--- src/rtl/dmem_arbiter_pkg.sv ---
// dmem_arbiter shared types
// Owner and halt-state encodings plus default widths.
package dmem_pkg;

  localparam int DEF_ADDR_W     = 5;
  localparam int DEF_DATA_W     = 32;
  localparam int DEF_STARVE_MAX = 4;

  typedef enum logic {
    OWN_CPU = 1'b0,
    OWN_DBG = 1'b1
  } owner_e;

  typedef enum logic [1:0] {
    RUN       = 2'd0,
    HALT_PEND = 2'd1,
    HALTED    = 2'd2
  } halt_state_e;

endpackage

--- src/rtl/dmem_arbiter_if.sv ---
// dmem_arbiter bus interface
// CPU port, debug port, halt handshake and memory side.
interface dmem_arbiter_if
  import dmem_pkg::*;
#(
  parameter int ADDR_W = DEF_ADDR_W,
  parameter int DATA_W = DEF_DATA_W
);

  logic              c_req;
  logic              c_we;
  logic [ADDR_W-1:0] c_addr;
  logic [DATA_W-1:0] c_wdata;
  logic              c_gnt;
  logic              c_stall;
  logic              c_rvalid;
  logic [DATA_W-1:0] c_rdata;

  logic              d_req;
  logic              d_we;
  logic [ADDR_W-1:0] d_addr;
  logic [DATA_W-1:0] d_wdata;
  logic              d_gnt;
  logic              d_rvalid;
  logic [DATA_W-1:0] d_rdata;

  logic              halt_req;
  logic              halt_ack;

  logic              mem_en;
  logic              mem_we;
  logic [ADDR_W-1:0] mem_addr;
  logic [DATA_W-1:0] mem_wdata;
  logic [DATA_W-1:0] mem_rdata;

  modport slave (
    input  c_req, c_we, c_addr, c_wdata,
    input  d_req, d_we, d_addr, d_wdata,
    input  halt_req, mem_rdata,
    output c_gnt, c_stall, c_rvalid, c_rdata,
    output d_gnt, d_rvalid, d_rdata,
    output halt_ack,
    output mem_en, mem_we, mem_addr, mem_wdata
  );

  modport master (
    output c_req, c_we, c_addr, c_wdata,
    output d_req, d_we, d_addr, d_wdata,
    output halt_req, mem_rdata,
    input  c_gnt, c_stall, c_rvalid, c_rdata,
    input  d_gnt, d_rvalid, d_rdata,
    input  halt_ack,
    input  mem_en, mem_we, mem_addr, mem_wdata
  );

endinterface

--- src/rtl/dmem_arbiter_halt_fsm.sv ---
// dmem_arbiter halt handshake
// Freezes CPU access; acks once no CPU read is outstanding.
module dmem_halt_fsm
  import dmem_pkg::*;
(
  input  logic   clk,
  input  logic   rst,
  input  logic   halt_req,
  input  logic   rsp_pend,
  input  owner_e rsp_owner,
  output logic   halt_ack,
  output logic   cpu_block
);

  halt_state_e state;
  logic        cpu_rd;

  // rsp_pend/rsp_owner describe the read in flight after this edge
  assign cpu_rd = rsp_pend && (rsp_owner == OWN_CPU);

  // halt state machine with registered ack and CPU block
  always_ff @(posedge clk or posedge rst) begin
    if (rst) begin
      state     <= RUN;
      halt_ack  <= 1'b0;
      cpu_block <= 1'b0;
    end else begin
      unique case (state)
        RUN: begin
          if (halt_req) begin
            state     <= HALT_PEND;
            cpu_block <= 1'b1;
          end
        end
        HALT_PEND: begin
          if (!halt_req) begin
            state     <= RUN;
            cpu_block <= 1'b0;
          end else if (!cpu_rd) begin
            state    <= HALTED;
            halt_ack <= 1'b1;
          end
        end
        HALTED: begin
          if (!halt_req) begin
            state     <= RUN;
            halt_ack  <= 1'b0;
            cpu_block <= 1'b0;
          end
        end
        default: begin
          state     <= RUN;
          halt_ack  <= 1'b0;
          cpu_block <= 1'b0;
        end
      endcase
    end
  end

endmodule

--- src/rtl/dmem_arbiter.sv ---
// dmem_arbiter top
// CPU/debug arbitration for the single-port data memory.
module dmem_arbiter
  import dmem_pkg::*;
#(
  parameter int ADDR_W     = DEF_ADDR_W,
  parameter int DATA_W     = DEF_DATA_W,
  parameter int STARVE_MAX = DEF_STARVE_MAX
) (
  input logic           clk,
  input logic           rst,
  dmem_arbiter_if.slave bus
);

  localparam int            CW   = $clog2(STARVE_MAX + 1);
  localparam logic [CW-1:0] SMAX = CW'(STARVE_MAX);

  logic [CW-1:0] starve_cnt;
  logic          rsp_pend;
  owner_e        rsp_owner;
  logic          rsp_pend_nxt;
  owner_e        rsp_owner_nxt;
  logic          cpu_block;
  logic          c_win;
  logic          d_win;

  dmem_halt_fsm u_halt (
    .clk       (clk),
    .rst       (rst),
    .halt_req  (bus.halt_req),
    .rsp_pend  (rsp_pend_nxt),
    .rsp_owner (rsp_owner_nxt),
    .halt_ack  (bus.halt_ack),
    .cpu_block (cpu_block)
  );

  // grant: forced D, then C unless frozen, then D
  always_comb begin
    c_win = 1'b0;
    d_win = 1'b0;
    if (!rst) begin
      if (bus.d_req && (starve_cnt == SMAX)) begin
        d_win = 1'b1;
      end else if (bus.c_req && !cpu_block) begin
        c_win = 1'b1;
      end else if (bus.d_req) begin
        d_win = 1'b1;
      end
    end
  end

  assign bus.c_gnt   = c_win;
  assign bus.d_gnt   = d_win;
  assign bus.c_stall = bus.c_req && !c_win && !rst;

  // memory strobes muxed from the winner, zero when idle
  always_comb begin
    bus.mem_en    = c_win | d_win;
    bus.mem_we    = 1'b0;
    bus.mem_addr  = '0;
    bus.mem_wdata = '0;
    if (c_win) begin
      bus.mem_we    = bus.c_we;
      bus.mem_addr  = bus.c_addr;
      bus.mem_wdata = bus.c_wdata;
    end else if (d_win) begin
      bus.mem_we    = bus.d_we;
      bus.mem_addr  = bus.d_addr;
      bus.mem_wdata = bus.d_wdata;
    end
  end

  assign rsp_pend_nxt  = (c_win && !bus.c_we) ||
                         (d_win && !bus.d_we);
  assign rsp_owner_nxt = d_win ? OWN_DBG : OWN_CPU;

  // starvation counter and read-response owner tracking
  always_ff @(posedge clk or posedge rst) begin
    if (rst) begin
      starve_cnt <= '0;
      rsp_pend   <= 1'b0;
      rsp_owner  <= OWN_CPU;
    end else begin
      if (!bus.d_req || d_win) begin
        starve_cnt <= '0;
      end else if (starve_cnt != SMAX) begin
        starve_cnt <= starve_cnt + 1'b1;
      end
      rsp_pend  <= rsp_pend_nxt;
      rsp_owner <= rsp_owner_nxt;
    end
  end

  assign bus.c_rvalid = rsp_pend && (rsp_owner == OWN_CPU);
  assign bus.d_rvalid = rsp_pend && (rsp_owner == OWN_DBG);
  assign bus.c_rdata  = bus.mem_rdata;
  assign bus.d_rdata  = bus.mem_rdata;

endmodule

--- src/flat_wrapper.sv ---
// flat-port wrapper written by rule: the top's interface ports become plain ports
module dmem_arbiter_flat import dmem_pkg::*;
#(
  parameter int ADDR_W     = DEF_ADDR_W,
  parameter int DATA_W     = DEF_DATA_W,
  parameter int STARVE_MAX = DEF_STARVE_MAX
)
  (clk, rst, bus_c_req, bus_c_we, bus_c_addr, bus_c_wdata, bus_d_req, bus_d_we, bus_d_addr, bus_d_wdata, bus_halt_req, bus_mem_rdata, bus_c_gnt, bus_c_stall, bus_c_rvalid, bus_c_rdata, bus_d_gnt, bus_d_rvalid, bus_d_rdata, bus_halt_ack, bus_mem_en, bus_mem_we, bus_mem_addr, bus_mem_wdata);
  dmem_arbiter_if #(.ADDR_W(ADDR_W), .DATA_W(DATA_W)) bus_i ();
  input logic clk;
  input logic rst;
  input wire logic [$bits(bus_i.c_req)-1:0] bus_c_req;
  input wire logic [$bits(bus_i.c_we)-1:0] bus_c_we;
  input wire logic [$bits(bus_i.c_addr)-1:0] bus_c_addr;
  input wire logic [$bits(bus_i.c_wdata)-1:0] bus_c_wdata;
  input wire logic [$bits(bus_i.d_req)-1:0] bus_d_req;
  input wire logic [$bits(bus_i.d_we)-1:0] bus_d_we;
  input wire logic [$bits(bus_i.d_addr)-1:0] bus_d_addr;
  input wire logic [$bits(bus_i.d_wdata)-1:0] bus_d_wdata;
  input wire logic [$bits(bus_i.halt_req)-1:0] bus_halt_req;
  input wire logic [$bits(bus_i.mem_rdata)-1:0] bus_mem_rdata;
  output wire logic [$bits(bus_i.c_gnt)-1:0] bus_c_gnt;
  output wire logic [$bits(bus_i.c_stall)-1:0] bus_c_stall;
  output wire logic [$bits(bus_i.c_rvalid)-1:0] bus_c_rvalid;
  output wire logic [$bits(bus_i.c_rdata)-1:0] bus_c_rdata;
  output wire logic [$bits(bus_i.d_gnt)-1:0] bus_d_gnt;
  output wire logic [$bits(bus_i.d_rvalid)-1:0] bus_d_rvalid;
  output wire logic [$bits(bus_i.d_rdata)-1:0] bus_d_rdata;
  output wire logic [$bits(bus_i.halt_ack)-1:0] bus_halt_ack;
  output wire logic [$bits(bus_i.mem_en)-1:0] bus_mem_en;
  output wire logic [$bits(bus_i.mem_we)-1:0] bus_mem_we;
  output wire logic [$bits(bus_i.mem_addr)-1:0] bus_mem_addr;
  output wire logic [$bits(bus_i.mem_wdata)-1:0] bus_mem_wdata;
  assign bus_i.c_req = bus_c_req;
  assign bus_i.c_we = bus_c_we;
  assign bus_i.c_addr = bus_c_addr;
  assign bus_i.c_wdata = bus_c_wdata;
  assign bus_i.d_req = bus_d_req;
  assign bus_i.d_we = bus_d_we;
  assign bus_i.d_addr = bus_d_addr;
  assign bus_i.d_wdata = bus_d_wdata;
  assign bus_i.halt_req = bus_halt_req;
  assign bus_i.mem_rdata = bus_mem_rdata;
  assign bus_c_gnt = bus_i.c_gnt;
  assign bus_c_stall = bus_i.c_stall;
  assign bus_c_rvalid = bus_i.c_rvalid;
  assign bus_c_rdata = bus_i.c_rdata;
  assign bus_d_gnt = bus_i.d_gnt;
  assign bus_d_rvalid = bus_i.d_rvalid;
  assign bus_d_rdata = bus_i.d_rdata;
  assign bus_halt_ack = bus_i.halt_ack;
  assign bus_mem_en = bus_i.mem_en;
  assign bus_mem_we = bus_i.mem_we;
  assign bus_mem_addr = bus_i.mem_addr;
  assign bus_mem_wdata = bus_i.mem_wdata;
  dmem_arbiter #(.ADDR_W(ADDR_W), .DATA_W(DATA_W), .STARVE_MAX(STARVE_MAX)) u_core (.clk(clk), .rst(rst), .bus(bus_i));
endmodule
--- config.mk ---
export PLATFORM = sky130hd
export DESIGN_NAME = dmem_arbiter_flat
export DESIGN_NICKNAME = d
export VERILOG_FILES = /design/src/rtl/dmem_arbiter_pkg.sv /design/src/rtl/dmem_arbiter_if.sv /design/src/rtl/dmem_arbiter_halt_fsm.sv /design/src/rtl/dmem_arbiter.sv /design/src/flat_wrapper.sv
export SDC_FILE = /design/constraint.sdc
export NUM_CORES = 1
export LEC_CHECK = 0
export ABC_AREA = 1
export ABC_CLOCK_PERIOD_IN_PS = 1400
export CAP_MARGIN = 20
export CORE_MARGIN = 3
export CORE_UTILIZATION = 23
export CTS_CLUSTER_DIAMETER = 60
export DETAILED_ROUTE_END_ITERATION = 8
export GPL_TIMING_DRIVEN = 0
export MAX_ROUTING_LAYER = met4
export PLACE_DENSITY = 0.86
export SETUP_SLACK_MARGIN = 0.05
export SYNTH_ARGS = -nofsm -noshare
export SYNTH_HDL_FRONTEND = slang
export SYNTH_HIERARCHICAL = 1
export SYNTH_SLANG_ARGS = --single-unit
--- constraint.sdc ---
create_clock -name clk -period 1.4 [get_ports clk]
set_input_delay 0.14 -clock clk [delete_from_list [all_inputs] [get_ports clk]]
set_output_delay 0.14 -clock clk [all_outputs]
set_load 0.005 [all_outputs]
# --- Word level (Yosys, flattened, before mapping) ---
# Index checks and enable logic that the tools add are counted.
totals:
  regBits: 9
  latch_bits: 0
  ramBits: 0
  mem_bits_ro: 0
  input_bits: 113
  out_inout_bits: 109
  word_cells: 71
  memories: 0
op_classes:
  n_addsub: 1
  multipliers: 0
  div_mod_pow: 0
  n_lt_le_gt_ge: 0
  eq_ne: 10
  n_shift: 0
  mux: 27
  bitwise_logic: 4
  n_reduce_logical: 23
op_table:
  columns: ["operator", "n"]
  rows:
  - ["$mux 32", 2]
  - ["$mux 1", 14]
  - ["$mux 5", 2]
  - ["$ne 2x2->1 const B", 5]
  - ["$logic_and 1x1->1", 9]
  - ["$mux 2", 4]
  - ["$logic_not 1->1", 6]
  - ["$mux 3", 2]
  - ["$ne 3x3->1 const B", 2]
  - ["$pmux 2 s3", 1]
  - ["$reduce_and 4->1", 1]
  - ["$add 3x1->3 const B", 1]
  - ["$eq 3x3->1 const B", 1]
  - ["$not 1->1", 3]
  - ["$pmux 1 s3", 1]
  - ["$reduce_and 3->1", 1]
  - ["$eq 2x1->1 const B", 1]
  - ["$eq 2x2->1 const B", 1]
  - ["$logic_not 2->1", 1]
  - ["$logic_or 1x1->1", 2]
  - ["$pmux 1 s2", 1]
  - ["$reduce_and 2->1", 1]
  - ["$reduce_bool 2->1", 1]
  - ["$reduce_or 2->1", 1]
  - ["$or 1x1->1", 1]

# --- Longest topological paths before layout ---
logic_depth:
  word_depth: 11
  mapped_depth: 14
  depth_no_buf: 13

# --- Hierarchy ---
# Netlist, hierarchy kept.
modules_own_cells:
  columns: ["module", "instances", "cells_each", "area_each_um2", "seq_area_each_um2"]
  rows:
  - ["dmem_arbiter", 1, 226, 1330.0, 125.1]
  - ["dmem_halt_fsm", 1, 40, 287.8, 100.1]

# --- Worst setup path after synthesis ---
# Ideal clock, no wire load.
synth_timing:
  path_type: "register to register"
  start: "register u_core.starve_cnt[0]"
  end: "register u_core.u_halt.state[0]"
  setup_ps: 116
  arrival_time_ps: 1466
  slack_ps: -182
  path_stages_with_launch: 15
  path_cell_list: "dfrtp_1 > inv_1 > ha_1 > nand2_2 > nand3_2 > nand2_4 > inv_4 > buf_6 > nand2_1 > o21ai_2 > nand3_2 > nand2_2 > nand2_1 > nand2_1 > nand2_1"
synth_between:
  elab_chain_cells: 9
  elab_cells_between_ends: 14
  classes_between: "2 x eq/ne; 5 x mux; 1 x bitwise; 6 x reduce/logical"
synth_lines:
  columns: ["element", "line", "rtl"]
  rows:
  - ["start, declared", "dmem_arbiter.sv:18", "logic [CW-1:0] starve_cnt;"]
  - ["start signal, assigned", "dmem_arbiter.sv:87", "starve_cnt <= starve_cnt + 1'b1;"]
  - ["$eq 3x3->1 (*)", "dmem_arbiter.sv:42", "if (bus.d_req && (starve_cnt == SMAX)) begin"]
  - ["$logic_and 1x1->1 (*)", "dmem_arbiter.sv:42", null]
  - ["$mux 1", "dmem_arbiter.sv:42", null]
  - ["$mux 1", "dmem_arbiter.sv:41", "if (!rst) begin"]
  - ["$logic_and 1x1->1 (on tied branches)", "dmem_arbiter.sv:73, dmem_arbiter.sv:74", null]
  - ["$logic_or 1x1->1 (*)", "dmem_arbiter.sv:73", "assign rsp_pend_nxt = (c_win && !bus.c_we) ||"]
  - ["via u_core.rsp_pend_nxt", "dmem_arbiter.sv:21", "logic rsp_pend_nxt;"]
  - ["$logic_and 1x1->1 (*)", "dmem_arbiter_halt_fsm.sv:19", "assign cpu_rd = rsp_pend && (rsp_owner == OWN_CPU);"]
  - ["$ne 3x3->1 (no source line) (*)", null, null]
  - ["$reduce_and 3->1 (no source line) (*)", null, null]
  - ["end signal, assigned", "dmem_arbiter_halt_fsm.sv:24", "state <= RUN;"]
  - ["end signal, assigned", "dmem_arbiter_halt_fsm.sv:31", "state <= HALT_PEND;"]
  - ["end signal, assigned", "dmem_arbiter_halt_fsm.sv:37", "state <= RUN;"]
  - ["end, declared", "dmem_arbiter_halt_fsm.sv:15", "halt_state_e state;"]
# The timed path passes the listed nets; every way through them passes the cells marked *.
# A chain may end at the register's enable or synchronous reset.

# --- Worst setup path after layout ---
layout_timing:
  start: "register u_core.starve_cnt[0]"
  end: "output bus_mem_wdata[0]"
layout_between:
  elab_chain_cells: 6
  elab_cells_between_ends: 8
  classes_between: "1 x eq/ne; 6 x mux; 1 x reduce/logical"
layout_lines:
  columns: ["element", "line", "rtl"]
  rows:
  - ["$eq 3x3->1 (*)", "dmem_arbiter.sv:42", null]
  - ["$logic_and 1x1->1 (*)", "dmem_arbiter.sv:42", null]
  - ["$mux 1", "dmem_arbiter.sv:42", null]
  - ["$mux 1", "dmem_arbiter.sv:41", null]
  - ["$mux 32", "dmem_arbiter.sv:66", "end else if (d_win) begin"]
  - ["$mux 32 (*)", "dmem_arbiter.sv:62", "if (c_win) begin"]
  - ["end, declared", "flat_wrapper.sv:33", "output wire logic [$bits(bus_i.mem_wdata)-1:0] bus_mem_wdata;"]
# Mark *: on every way between the ends. The rest lies on a longest branch, timed or not.

==> impl_metrics.toml <==
[sta]
setup_skew_ps = 0.919
rsz0062_at_grt = "yes"
timing.final.max_slew_violations = 0
timing.fmax_mhz = 557
transition_time_at_the_pin_with_the_least_slew_margin_ps = 276
timing.final.setup_violations = 45
timing.final.crit_share = 1.28
timing.final.hold_violations = 0
hold-worst-slack_ps = 255
max-slew-margin-rel = 0.815
setup_ws_ps = -394
final.min_clock_period_ps = 1790

[synth]
post_synthesis_simple_gate_area_fraction = 0.397
syn_avg_cell_area_um2 = 6.08
post_synth_num_cell_types = 20
synth_area_in_adders = 0.0464
post_synthesis_sequential_element_count = 9
ys.warnings.count = 6
mappedNetlistNets = 385
synth-compound-area-share = 0.0116
yosys.area_share.xor_xnor = 0.00541
largest_family_of_logic_cells_by_synthesized_area = "buffers and inverters"
synth.cell_area_mm2 = 0.00162
synthMuxAreaShare = 0
syn_inst = 266
synth_sequential_area_ratio = 0.139

[clock_network]
clock_sinks = 9
cts.root.buffer_cell = "sky130_fd_sc_hd__clkbuf_8"
cts_tree = "yes"
cts_buffer_depth = 2
clock_tree.htree_level_count = 1
tritoncts.num_buffers = 3
clkLatencyLatePin_ps = 230
clk_transition_reported_paths_ps = 50

[pwr]
power.internal_mw = 1.73
power.ir.vdd_worst_v = 0.000825
power_frac_seq = 0.141
power_frac_clock = 0.110
p_sw_frac = 0.375
powerDensity_mw_per_mm2 = 654
netSwitchingPower_mw = 1.04
comb_power_share = 0.748
leakagePower_nw = 2.23

[route]
drt_wl_total_um = 8470
wire_per_inst_um = 14.4
drt-pass1-iter-count = 4
drt-vias-per-instance = 4.13
routed-via-count = 2434
detail_route.drc_violations = 0
drt_first_iter_violations = 33
antenna_left = 0

[global_routing]
grt_pass1_vias = 2488
antenna_found_initial = 0
global_route.usage.total = 0.191
globalRouteMet3Util = 0.0250
grt.overflow.total = 0
grt.met1_usage = 0.192
global_route_wire_length_before_repair_um = 12600
largest_net_degree_at_the_start_of_global_routing = 9
global_route.usage.met2 = 0.389
grt.busiest_layer = "met2"

[critical_path]
crit_fanout = 6
path_buf_inv = 5
r2r_cells = 15
setup.worst_path.start_class = "flip-flop"
worst-endpoint-arrival_ps = 1650
crit_slowest_cell = "sky130_fd_sc_hd__dfrtp_1"
crit_path_max_incr_delay_ps = 390
r2r-end = "u_core/u_halt/state[0]"
beginning_of_the_worst_register_to_register_path = "u_core/starve_cnt[0]"
endpoint_kind = "output pin"
timing.critical_path.mode_cell = "sky130_fd_sc_hd__nand2_4"
timing.critical_path.depth = 11
timing_worst_setup_path_type = "reg2out"
crit_path_start = "u_core/starve_cnt[0]"
critical_path.cell_chain = "inv_2, ha_4, nand2_4, nand3_4, nand2_4, inv_8, buf_6, buf_8, nand2_2, nand2_1, buf_2"
ff2ff_setup_slack_ps = -370
timing.critical_path.to = "bus_mem_wdata[0]"
path_delay_family = "buffers and inverters"
worstPathRequired_ps = 1260

[outcome]
failed_checks = "setup timing"
status = "complete, but fails checks"

[placement]
buffer_ports.inserted = 189
gp_congestion = 0.786
place.detailed.hpwl_um = 6150

[floorplanning]
chipHeight_um = 89.9
dieArea_mm2 = 0.00808
die-width_um = 89.9
placeableCoreArea_mm2 = 0.00657
rows = 29
io_pins = 222
initial_core_util = 0.246

[final_layout]
layout-drive-gt1-share = 0.483
antenna_diode_count = 0
leading_cell_type_in_the_layout_fill_and_taps_excluded = "sky130_fd_sc_hd__clkdlybuf4s50_1"
area_growth_syn_to_layout_pct = 162
layout.core_utilization = 0.646
fin_nets = 617
layout_common_cells = "145 x sky130_fd_sc_hd__clkdlybuf4s50_1, 76 x sky130_fd_sc_hd__buf_4, 69 x sky130_fd_sc_hd__nand2_1, 58 x sky130_fd_sc_hd__nand2_2, 38 x sky130_fd_sc_hd__buf_6"

[run]
drv_cap = 0

[worst_hold_path]
hold_path.class = "in2async"
state kept, by name, summed over array words and instances (netlist names):
| name | cells |
|---|---|
| u_core/rsp_owner | 1 |
| u_core/rsp_pend | 1 |
| u_core/starve_cnt | 3 |
| u_core/u_halt/cpu_block | 1 |
| u_core/u_halt/halt_ack | 1 |
| u_core/u_halt/state | 2 |
how the worst min path moves through the flow:
stage | startpoint | end | slack (ps) | depth (start not counted)
2_1_floorplan | rst | u_core/u_halt/cpu_block | -90 | 1
3_3_place_gp | u_core/u_halt/halt_ack | u_core/u_halt/halt_ack | 470 | 2
3_5_place_dp | u_core/u_halt/halt_ack | u_core/u_halt/halt_ack | 470 | 2
4_1_cts | rst | u_core/u_halt/cpu_block | 250 | 2
5_1_grt | rst | u_core/u_halt/halt_ack | 270 | 2
6_report | rst | u_core/u_halt/state[1] | 260 | 2
power by group through the flow:
stage | Sequential [mW] | Clock, mW | Combinational, mW
after floorplan | 0.377 | 0 | 0.759
final | 0.391 | 0.306 | 2.07
after detailed placement | 0.389 | 0 | 1.67
after global routing | 0.399 | 0.325 | 2.25
after global placement | 0.380 | 0 | 1.62
after CTS | 0.386 | 0.318 | 1.86
per-layer routing:
metal  vias up  wire length [um]
met1      1099              3040
met2       130              4770
met5         -                 0
li1       1195                 -
met4         0               131
met3        10               536
through the flow:
step                      setup WS, ps  setup TNS [ps]  power [mW]  std cells  instance area [um2]
final                             -394          -14800        2.77        590                 4240
after CTS                         -366          -14190        2.57        581                 3940
after floorplan                   -161            -318        1.14        266                 1620
after global routing              -487          -18390        2.97        590                 4240
after detailed placement          -725          -29620        2.06        548                 3630
after global placement            -713          -28800        2.00        548                 3630
synth_stat cells:
library cell	n	share of area
sky130_fd_sc_hd__nand4_1	3	0.012
sky130_fd_sc_hd__o21ai_2	1	0.0054
sky130_fd_sc_hd__nand3_1	4	0.012
sky130_fd_sc_hd__nor2_4	1	0.0070
sky130_fd_sc_hd__ha_1	6	0.046
sky130_fd_sc_hd__dfrtp_1	9	0.14
sky130_fd_sc_hd__nand4_2	1	0.0077
sky130_fd_sc_hd__nand2_2	2	0.0077
sky130_fd_sc_hd__nand2_4	1	0.0070
sky130_fd_sc_hd__nor2_1	4	0.0093
sky130_fd_sc_hd__inv_1	16	0.037
sky130_fd_sc_hd__buf_4	64	0.30
sky130_fd_sc_hd__buf_6	8	0.056
sky130_fd_sc_hd__o21ai_0	1	0.0031
sky130_fd_sc_hd__inv_2	3	0.0070
sky130_fd_sc_hd__nand3_2	3	0.019
sky130_fd_sc_hd__nand2_1	136	0.32
sky130_fd_sc_hd__a21oi_1	1	0.0031
sky130_fd_sc_hd__inv_4	1	0.0039
sky130_fd_sc_hd__xnor2_1	1	0.0054
final cells by class:
type                    count  area [um2]
inverters                  20        85.1
plain buffers              72         582
repair buffers            227        2170
flip-flops and latches      9         225
multi-input cells         165        1020
well taps                  93         116
clock buffers               4        45.0
fillers                   543        2330
timing repair:
action | in CTS | in global routing
hold buffers | 0 | 0
buffers inserted | 27 | 9
pin swaps | 24 | 21
endpoints found under the setup margin | 47 | 47
cloned | 2 | 0
resized for setup | 236 | 66
cells by family (layout without fill, tap and decap cells):
kind of cell             count (synthesis)  after routing
adder cells (fa/ha/maj)                  6              6
buffers and inverters                   92            323
flip-flops                               9              9
XOR/XNOR                                 1              1
AO/OA/AOI/OAI                            3              3
AND/OR/NAND/NOR                        155            155
Power figures use the tool's default switching activity.
